<file path="config.mk">
export PLATFORM = sky130hd
export DESIGN_NAME = mem_arb
export DESIGN_NICKNAME = d
export VERILOG_FILES = /design/src/rtl/mem_arb_pkg.sv /design/src/rtl/dff.sv /design/src/rtl/mem_arb_tagpipe.sv /design/src/rtl/mem_arb.sv
export SDC_FILE = /design/constraint.sdc
export NUM_CORES = 1
export LEC_CHECK = 0
export ABC_AREA = 1
export BUFFER_PORTS_ARGS = -buffer_cell sky130_fd_sc_hd__buf_2
export CORE_ASPECT_RATIO = 0.6
export CORE_MARGIN = 4
export CORE_UTILIZATION = 30
export CTS_CLUSTER_DIAMETER = 50
export DETAILED_ROUTE_END_ITERATION = 10
export PLACE_DENSITY = 0.66
export SYNTH_ARGS = -nofsm -noshare
export SYNTH_HDL_FRONTEND = slang
export SYNTH_SLANG_ARGS = --single-unit
</file>
<file path="constraint.sdc">
create_clock -name clk -period 1.65 [get_ports clk]
set_clock_uncertainty 0.2 [all_clocks]
set_input_delay 0.2475 -clock clk [delete_from_list [all_inputs] [get_ports clk]]
set_output_delay 0.2475 -clock clk [all_outputs]
set_load 0.1 [all_outputs]
</file>
<file path="src/rtl/mem_arb_pkg.sv">
// Shared types and constants for the two-port memory arbiter.
package mem_arb_pkg;

  // Cycles from an accepted read to mem_rdata being valid.
  localparam int MEM_LAT = 2;

  typedef enum logic [1:0] {
    IDLE  = 2'd0,
    OWN_I = 2'd1,
    OWN_D = 2'd2,
    DRAIN = 2'd3
  } state_e;

  typedef enum logic {
    OWNER_I = 1'b0,
    OWNER_D = 1'b1
  } owner_e;

  // One side's access request as seen by the memory mux.
  typedef struct packed {
    logic        rd;
    logic        wr;
    logic [15:0] addr;
    logic [15:0] wdata;
  } side_req_t;

endpackage

</file>
<file path="src/rtl/dff.sv">
// Generic register cell with synchronous active-high reset.
module dff #(
  parameter int           W       = 1,
  parameter logic [W-1:0] RST_VAL = '0
) (
  input  logic         clk,
  input  logic         rst,
  input  logic [W-1:0] d,
  output logic [W-1:0] q
);

  // Plain D flop, reset to RST_VAL.
  always_ff @(posedge clk) begin
    if (rst) q <= RST_VAL;
    else     q <= d;
  end

endmodule

</file>
<file path="src/rtl/mem_arb_tagpipe.sv">
// Valid/owner tag shift register tracking reads in flight to memory.
// Stage 0 is the accept cycle itself, so a read accepted this cycle already
// counts as in flight; the last stage lines up with mem_rdata.
module mem_arb_tagpipe
  import mem_arb_pkg::*;
#(
  parameter int STAGES = MEM_LAT,
  localparam int CW    = $clog2(STAGES + 1)
) (
  input  logic          clk,
  input  logic          rst,
  input  logic          push,
  input  logic          push_owner,
  output logic          out_vld,
  output logic          out_owner,
  output logic [CW-1:0] inflight
);

  logic [STAGES:1] vld_q, own_q;
  logic [STAGES:0] vld_pipe, own_pipe;

  assign vld_pipe = {vld_q, push};
  assign own_pipe = {own_q, push_owner};

  // Shift tags one stage per cycle; reset drops anything in flight.
  always_ff @(posedge clk) begin
    if (rst) begin
      vld_q <= '0;
      own_q <= '0;
    end else begin
      vld_q <= vld_pipe[STAGES-1:0];
      own_q <= own_pipe[STAGES-1:0];
    end
  end

  // Reads not yet delivered (the delivering stage is excluded).
  always_comb begin
    inflight = '0;
    for (int k = 0; k < STAGES; k++) inflight += CW'(vld_pipe[k]);
  end

  assign out_vld   = vld_pipe[STAGES];
  assign out_owner = own_pipe[STAGES];

endmodule

</file>
<file path="src/rtl/mem_arb.sv">
// Round-robin ownership arbiter between instruction and data sides for a
// single shared memory with fixed read latency.
module mem_arb
  import mem_arb_pkg::*;
(
  input  logic        clk,
  input  logic        rst,
  input  logic        i_req,
  input  logic        d_req,
  input  logic        i_rd,
  input  logic        i_wr,
  input  logic        d_rd,
  input  logic        d_wr,
  input  logic [15:0] i_addr,
  input  logic [15:0] d_addr,
  input  logic [15:0] i_wdata,
  input  logic [15:0] d_wdata,
  output logic        i_gnt,
  output logic        d_gnt,
  output logic        i_stall,
  output logic        d_stall,
  output logic [15:0] i_rdata,
  output logic [15:0] d_rdata,
  output logic        i_rvalid,
  output logic        d_rvalid,
  output logic        err,
  output logic [15:0] mem_addr,
  output logic [15:0] mem_wdata,
  output logic        mem_rd,
  output logic        mem_wr,
  input  logic [15:0] mem_rdata,
  input  logic        mem_stall
);

  localparam int CW = $clog2(MEM_LAT + 1);

  state_e        state, state_nxt;
  owner_e        last_owner, last_owner_nxt;
  logic [1:0]    state_q;
  logic          last_q;
  side_req_t     i_s, d_s, own_s;
  logic          rd_acc, pipe_vld, pipe_owner;
  logic [CW-1:0] inflight;
  logic [15:0]   i_hold, d_hold;

  dff #(.W(2), .RST_VAL(2'd0)) u_state_ff (
    .clk(clk), .rst(rst), .d(state_nxt), .q(state_q));
  dff #(.W(1), .RST_VAL(1'b1)) u_last_ff (
    .clk(clk), .rst(rst), .d(last_owner_nxt), .q(last_q));

  assign state      = state_e'(state_q);
  assign last_owner = owner_e'(last_q);
  assign i_gnt      = (state == OWN_I);
  assign d_gnt      = (state == OWN_D);

  // Ownership transitions; last_owner records who just released.
  always_comb begin
    state_nxt      = state;
    last_owner_nxt = last_owner;
    case (state)
      IDLE: begin
        if (i_req && d_req) state_nxt = (last_owner == OWNER_I) ? OWN_D : OWN_I;
        else if (i_req)     state_nxt = OWN_I;
        else if (d_req)     state_nxt = OWN_D;
      end
      OWN_I: if (!i_req) begin
        last_owner_nxt = OWNER_I;
        state_nxt      = (inflight != '0) ? DRAIN : IDLE;
      end
      OWN_D: if (!d_req) begin
        last_owner_nxt = OWNER_D;
        state_nxt      = (inflight != '0) ? DRAIN : IDLE;
      end
      DRAIN: if (inflight == '0) state_nxt = IDLE;
      default: state_nxt = IDLE;
    endcase
  end

  assign i_s = '{rd: i_rd, wr: i_wr, addr: i_addr, wdata: i_wdata};
  assign d_s = '{rd: d_rd, wr: d_wr, addr: d_addr, wdata: d_wdata};

  // Forward the owner's access; everything is zero with no owner.
  always_comb begin
    own_s = '0;
    if (i_gnt)      own_s = i_s;
    else if (d_gnt) own_s = d_s;
  end

  // Simultaneous rd+wr is rejected outright and flagged.
  assign err       = own_s.rd & own_s.wr;
  assign mem_rd    = own_s.rd & ~own_s.wr;
  assign mem_wr    = own_s.wr & ~own_s.rd;
  assign mem_addr  = own_s.addr;
  assign mem_wdata = own_s.wdata;
  assign rd_acc    = mem_rd & ~mem_stall;
  assign i_stall   = ~i_gnt | mem_stall;
  assign d_stall   = ~d_gnt | mem_stall;

  mem_arb_tagpipe #(.STAGES(MEM_LAT)) u_tagpipe (
    .clk       (clk),
    .rst       (rst),
    .push      (rd_acc),
    .push_owner(d_gnt),
    .out_vld   (pipe_vld),
    .out_owner (pipe_owner),
    .inflight  (inflight)
  );

  assign i_rvalid = pipe_vld & (pipe_owner == OWNER_I);
  assign d_rvalid = pipe_vld & (pipe_owner == OWNER_D);

  // Keep the last delivered word per side for the idle cycles.
  always_ff @(posedge clk) begin
    if (rst) begin
      i_hold <= '0;
      d_hold <= '0;
    end else begin
      if (i_rvalid) i_hold <= mem_rdata;
      if (d_rvalid) d_hold <= mem_rdata;
    end
  end

  assign i_rdata = i_rvalid ? mem_rdata : i_hold;
  assign d_rdata = d_rvalid ? mem_rdata : d_hold;

endmodule

</file>
==> results of run 1 <==
per-stage QoR:
step	worst slack, ns	hold WS [ns]	TNS [ns]
3_5_place_dp	-0.771	0.214	-25.06
4_1_cts	-0.461	0.0642	-27.06
6_report	-0.592	0.0785	-33.44
5_1_grt	-0.634	0.0873	-35.88
2_1_floorplan	-0.478	0.181	-19.65
3_3_place_gp	-0.686	0.194	-21.66
synth_stat cells, drive strengths merged:
master,instances
a22o,32
clkbuf,7
nor2,47
or2,32
o311ai,1
nand3,2
nand2,21
o21ai,35
a31oi,1
inv,51
dfxtp,39
ha,5
buf,8
power groups by stage:
stage	combinational [mW]	sequential, mW	clock, mW
final	8.79	1.08	1.19
after floorplan	5.12	1.08	0
after global placement	7.48	1.07	0
after global routing	8.98	1.08	1.24
after detailed placement	7.59	1.08	0
after CTS	8.45	1.07	1.17
per-layer routing:
metal,vias up,wire length (µm)
met3,44,1050
li1,1350,-
met4,0,461
met2,164,7150
met1,1521,4840
met5,-,0
cell families (layout without fill, tap and decap cells):
logic type	after synthesis	count (layout)	synth area share
DFF	39	39	0.375
and+or+nand+nor	102	103	0.242
other	0	2	0
AOI/OAI and AO/OA	69	69	0.226
adders and majority gates	5	5	0.0301
buffers and inverters	66	291	0.127
tightest hold or removal path, delay by kind of cell:
family / cells / cell delay (ns)
AO/OA/AOI/OAI: 1 / 0.08
AND/OR/NAND/NOR: 1 / 0.07
buffers and inverters: 1 / 0.14
state kept, by name (all words and copies together) (netlist names):
register and count:
d_hold 16, i_hold 16, u_last_ff.q 1, u_state_ff.q 2, u_tagpipe.own_q 2, u_tagpipe.vld_q 2
repair_timing:
item                                    in CTS  in global routing
pin swaps                                   11                 12
setup buffers                               32                 12
cloned                                       4                  0
endpoints found under the setup margin      75                 77
gates resized for setup                    108                 38
worst max-delay path by stage:
stage	to	cells past startpoint	from	slack, ns
global placement	mem_addr[7]	5	u_state_ff.q[0]	-0.69
floorplan	mem_rd	7	u_state_ff.q[1]	-0.48
detailed placement	mem_addr[6]	6	u_state_ff.q[0]	-0.77
global route	mem_wr	10	u_state_ff.q[1]	-0.63
CTS	mem_addr[13]	8	u_state_ff.q[0]	-0.46
finish	mem_wr	10	u_state_ff.q[1]	-0.59
cell type report:
cell class | instances | area share
Clock buffer | 6 | 0.0236
Clock inverter | 2 | 0.00660
Tap cell | 87 | 0.0185
Inverter | 51 | 0.0490
Sequential cell | 39 | 0.134
Multi-Input combinational cell | 177 | 0.319
Timing Repair inverter | 2 | 0.00383
Antenna cell | 2 | 0.000852
Timing Repair Buffer | 230 | 0.444
==> qor.csv, run 1 <==
metric;value;unit
Peak supply drop;0.00220;V
Clock power frac;0.108;
Slew headroom;0.730;
Residual DRC;0;
Fin. Hold Viols;0;
H-tree Lvls;2;
grt ovf;0;
Syn Nets;375;
met2 Use GR;0.551;
Placement Cell Area;4800;µm²
FP Rows;23;
Buf/Inv on CP;6;
Final Max Tran Viols;0;
Mapped Area;2080;µm²
Yosys Warn Count;0;
cell internal pwr;5.20;mW
reg2reg start;u_state_ff.q[1];
Hold Crit Class;input pin to flip-flop;
CP Capture Type;output port;
post-synthesis cell count;281;
r2r setup slk;-0.43;ns
syn avg cell area;7.40;µm²
Worst Path Arrival;1.79;ns
combinational power share;0.795;
Placed Cells;541;
post-DP HPWL;7170;µm
DRT antenna net count;0;
Seq pwr share;0.097;
die area;8380;µm²
via-per-instance ratio;5.17;
CTS Buf Count;5;
Crit Path Class;flip-flop to output port;
Least-Margin Pin Slew;0.404;ns
Skew-Pair Late Insertion Delay;0.29;ns
gr busiest metal;met2;
initial cell density of the core;0.310;
Area Growth Syn to Fin;182;%
post-synth top area share;0.375;
critical path peak fanout;10;
final WL;13500;µm
initial antenna violation count;2;
Root Driver;clkbuf_16;
commonest cells after routing, fill and taps aside;88 x buf_2, 81 x buf_12, 42 x buf_4;
vias in the first global route;3349;
switching power total;5.86;mW
Fillers;285;
final core occ;0.876;
largest net degree at the start of global routing;24;
failing checks;setup timing;
max_cap viols;0;
crit-path most repeated cell;inv_2;
via count;3079;
layout cell share with drive strength beyond 1;0.807;
cells along the critical path;inv_2 > ha_4 > buf_12 > nand2_2 > inv_2 > nor2_4 > inv_2 > nand2_2 > clkinvlp_4 > buf_12;
fin crit share;1.36;
RSZ-0062 raised after global routing;yes;
fraction of met3 tracks used by global routing;0.0658;
Multi-input gate area;1880;µm²
Die Y;72.5;µm
GRT Resource Usage Total;0.293;
cell taking the most area after synthesis;dfxtp_1;
slowest CP cell;dfxtp_2;
CTS tree;built;
WHS Path Cells;3;
Wirelength per Cell;22.6;µm
met1 usage in global routing;0.336;
Core Area;6710;µm²
final setup fails;81;
HP Start;mem_rdata[4];
FF/Latch Area;788;µm²
I/O pin count;162;
Finished Cell Area;5870;µm²
Static Leak;2.67;nW
Distinct cells, synth;21;
CP required;1.20;ns
Crit Reg-Reg Endpoint;u_state_ff.q[1];
first-pass GRT wire length;18600;µm
PD cells;1880;nW/µm²
commonest non-fill, non-tap cell in the layout;buf_2;
post-route worst setup slack;-0.592;ns
#FFs+latches synth;39;
Nets;600;
initial DRC count;193;
sw frac;0.530;
Final Total Pwr;11.1;mW
worst r2r path cells;14;
first drt pass iteration count;4;
min Tclk post-route;2.24;ns
clock sink total;39;
Seq/Total Area, Yosys;0.375;
fmax;0.446;GHz
Layout Cells excl Fill;596;
Crit path max-delay family;buffers and inverters;
Die X-Extent;116;µm
Buffers on Ports;161;
Clock Tree Buf Depth;2;
ranking of synthesized cells by area;dfxtp_1 38%, a22o_1 13%, inv_1 8.5%;
Hold Path Sink;d_hold[4];
CTS Hold Buffers Added;0;
Setup crit start kind;flip-flop;
Final Wtd Congestion;0.864;
CTS clock-pin slew for the worst setup and hold paths;0.07;ns
status;finished with violations;
CP peak stage delay;0.39;ns
No activity file was read; power rests on OpenSTA's default activity.
==> run 2, diff against run 1 <==
SETUP_SLACK_MARGIN = 0.05   (was default)
==> run 2 against run 1 <==
Non-clock buffer count grew 40. Utilization grew 7.1 points. Combinational power grew 9.9%. Sequential power is essentially flat. Largest power group unchanged. Flip-flop and latch count is the same. Register-to-register slack worse by 0.12 ns. Critical endpoint is now d_rdata[7]. Largest cell class unchanged. Clock power about the same. The flow still finishes with violations (setup timing).
==> qor.csv, run 2 (synthesis results as in run 1) <==
metric;value;unit
pre-CTS setup slack;-0.231;ns
GRT Resource Usage Total;0.324;
failing checks;setup timing;
Final Max Tran Viols;0;
initial cell density of the core;0.310;
final core occ;0.947;
Final Wtd Congestion;0.813;
Placed Cells;555;
via-per-instance ratio;5.56;
Fillers;177;
r2r setup slk;-0.55;ns
Layout Cells excl Fill;634;
status;finished with violations;
I/O pin count;162;
Static Leak;2.95;nW
commonest non-fill, non-tap cell in the layout;buf_2;
post-route worst setup slack;-0.590;ns
PD cells;1890;nW/µm²
min Tclk post-route;2.24;ns
first-pass GRT wire length;20100;µm
RSZ-0062 raised after global routing;yes;
WHS Path Cells;3;
layout cell share with drive strength beyond 1;0.826;
fmax;0.446;GHz
Crit Reg-Reg Endpoint;u_state_ff.q[1];
final WL;17200;µm
Worst Path Arrival;1.79;ns
Buffers on Ports;161;
Nets;639;
Hold Path Sink;d_hold[2];
commonest cells after routing, fill and taps aside;88 x buf_2, 82 x buf_12, 56 x buf_4;
Die Y;72.5;µm
Core Area;6710;µm²
largest net degree at the start of global routing;21;
Area Growth Syn to Fin;205;%
CTS tree;built;
Fin. Hold Viols;0;
slowest CP cell;dfxtp_4;
H-tree Lvls;2;
Root Driver;clkbuf_16;
initial antenna violation count;1;
worst r2r path cells;15;
FP Rows;23;
max_cap viols;0;
grt ovf;0;
Clock Tree Buf Depth;2;
via count;3524;
critical path peak fanout;5;
CTS Hold Buffers Added;0;
Skew-Pair Late Insertion Delay;0.30;ns
DRT antenna net count;0;
clock sink total;39;
CP Capture Type;output port;
die area;8380;µm²
Slew headroom;0.669;
Least-Margin Pin Slew;0.497;ns
Setup crit start kind;flip-flop;
crit-path most repeated cell;buf_12;
CTS clock-pin slew for the worst setup and hold paths;0.08;ns
final setup fails;83;
Final Total Pwr;12.0;mW
Crit path depth;7;
CP required;1.20;ns
Hold Crit Class;input pin to flip-flop;
Crit path max-delay family;buffers and inverters;
initial DRC count;291;
HP Start;mem_rdata[2];
fin crit share;1.36;
reg2reg start;u_state_ff.q[1];
Crit Path Class;flip-flop to output port;
Finished Cell Area;6350;µm²
post-DP HPWL;7440;µm
first drt pass iteration count;5;
Residual DRC;0;
Die X-Extent;116;µm
vias in the first global route;3551;
Peak supply drop;0.00223;V
Placement Cell Area;4970;µm²
Wirelength per Cell;27.1;µm
CP peak stage delay;0.37;ns
CTS Buf Count;5;
cells along the critical path;buf_12 > nand2_8 > inv_8 > or2_1 > o21ai_2 > clkinvlp_4 > buf_12;
Buf/Inv on CP;4;
Largest regs;d_hold: 16 flops, i_hold: 16 flops;
## run 2: cell count changes in the layout (fill, tap and decap cells not counted), sizes merged
cell and delta:
buf +40, clkbuf -1, clkinvlp -1, diode -1
inv +2, nor2 -1
## run 2: worst max-delay path by stage
stage | start | endpoint | slack (ns)
after detailed placement | u_state_ff.q[0] | mem_addr[10] | -0.23
final | u_tagpipe.own_q[2] | d_rdata[7] | -0.59
after global placement | u_state_ff.q[0] | mem_wr | -0.20
after global routing | u_state_ff.q[1] | u_state_ff.q[1] | -0.58
after CTS | u_state_ff.q[1] | err | -0.47
after floorplan | u_state_ff.q[1] | mem_rd | -0.48
## run 2: cell type report
type                    count  area [µm²]  area share
repair buffers            270        3070       0.484
multi-input cells         176        1880       0.296
flip-flops and latches     39         793       0.125
inverters                  51         294      0.0463
clock buffers               5         125      0.0197
well taps                  87         109      0.0171
clock inverters             3        47.5     0.00749
repair inverters            2        22.5     0.00355
diodes                      1        2.50    0.000394
## run 2: tightest hold or removal path: cells and delay by family
kind / cells / cell delay, ns
buffers and inverters: 1 / 0.13
AO/OA/AOI/OAI: 1 / 0.07
AND/OR/NAND/NOR: 1 / 0.10
## run 2: power by group
part	internal, mW	total, mW	switching, mW	leakage, nW
sequential	1.03	1.11	0.0795	0.318
combinational	3.94	9.66	5.72	2.54
clock	0.724	1.21	0.485	0.0844
## run 2: per-layer routing
layer	global-route usage	up-vias	part of all wire
li1	-	1425	-
met1	0.370	1698	0.34
met2	0.567	278	0.49
met3	0.0908	123	0.10
met4	0.143	0	0.073
met5	0	-	0
## run 2: stage by stage
stage / setup TNS (ns) / hold slack (ns)
global placement: -6.39 / 0.187
global route: -37.37 / 0.120
detailed placement: -8.45 / 0.187
finish: -35.85 / 0.0918
floorplan: -19.65 / 0.181
CTS: -26.92 / 0.0474
## run 2: timing repair
action,in CTS,in global routing
setup buffers,52,22
gates resized for setup,126,49
hold endpoints to repair,0,0
pin swaps,20,20
cloned,6,0
endpoints found under the setup margin,77,81
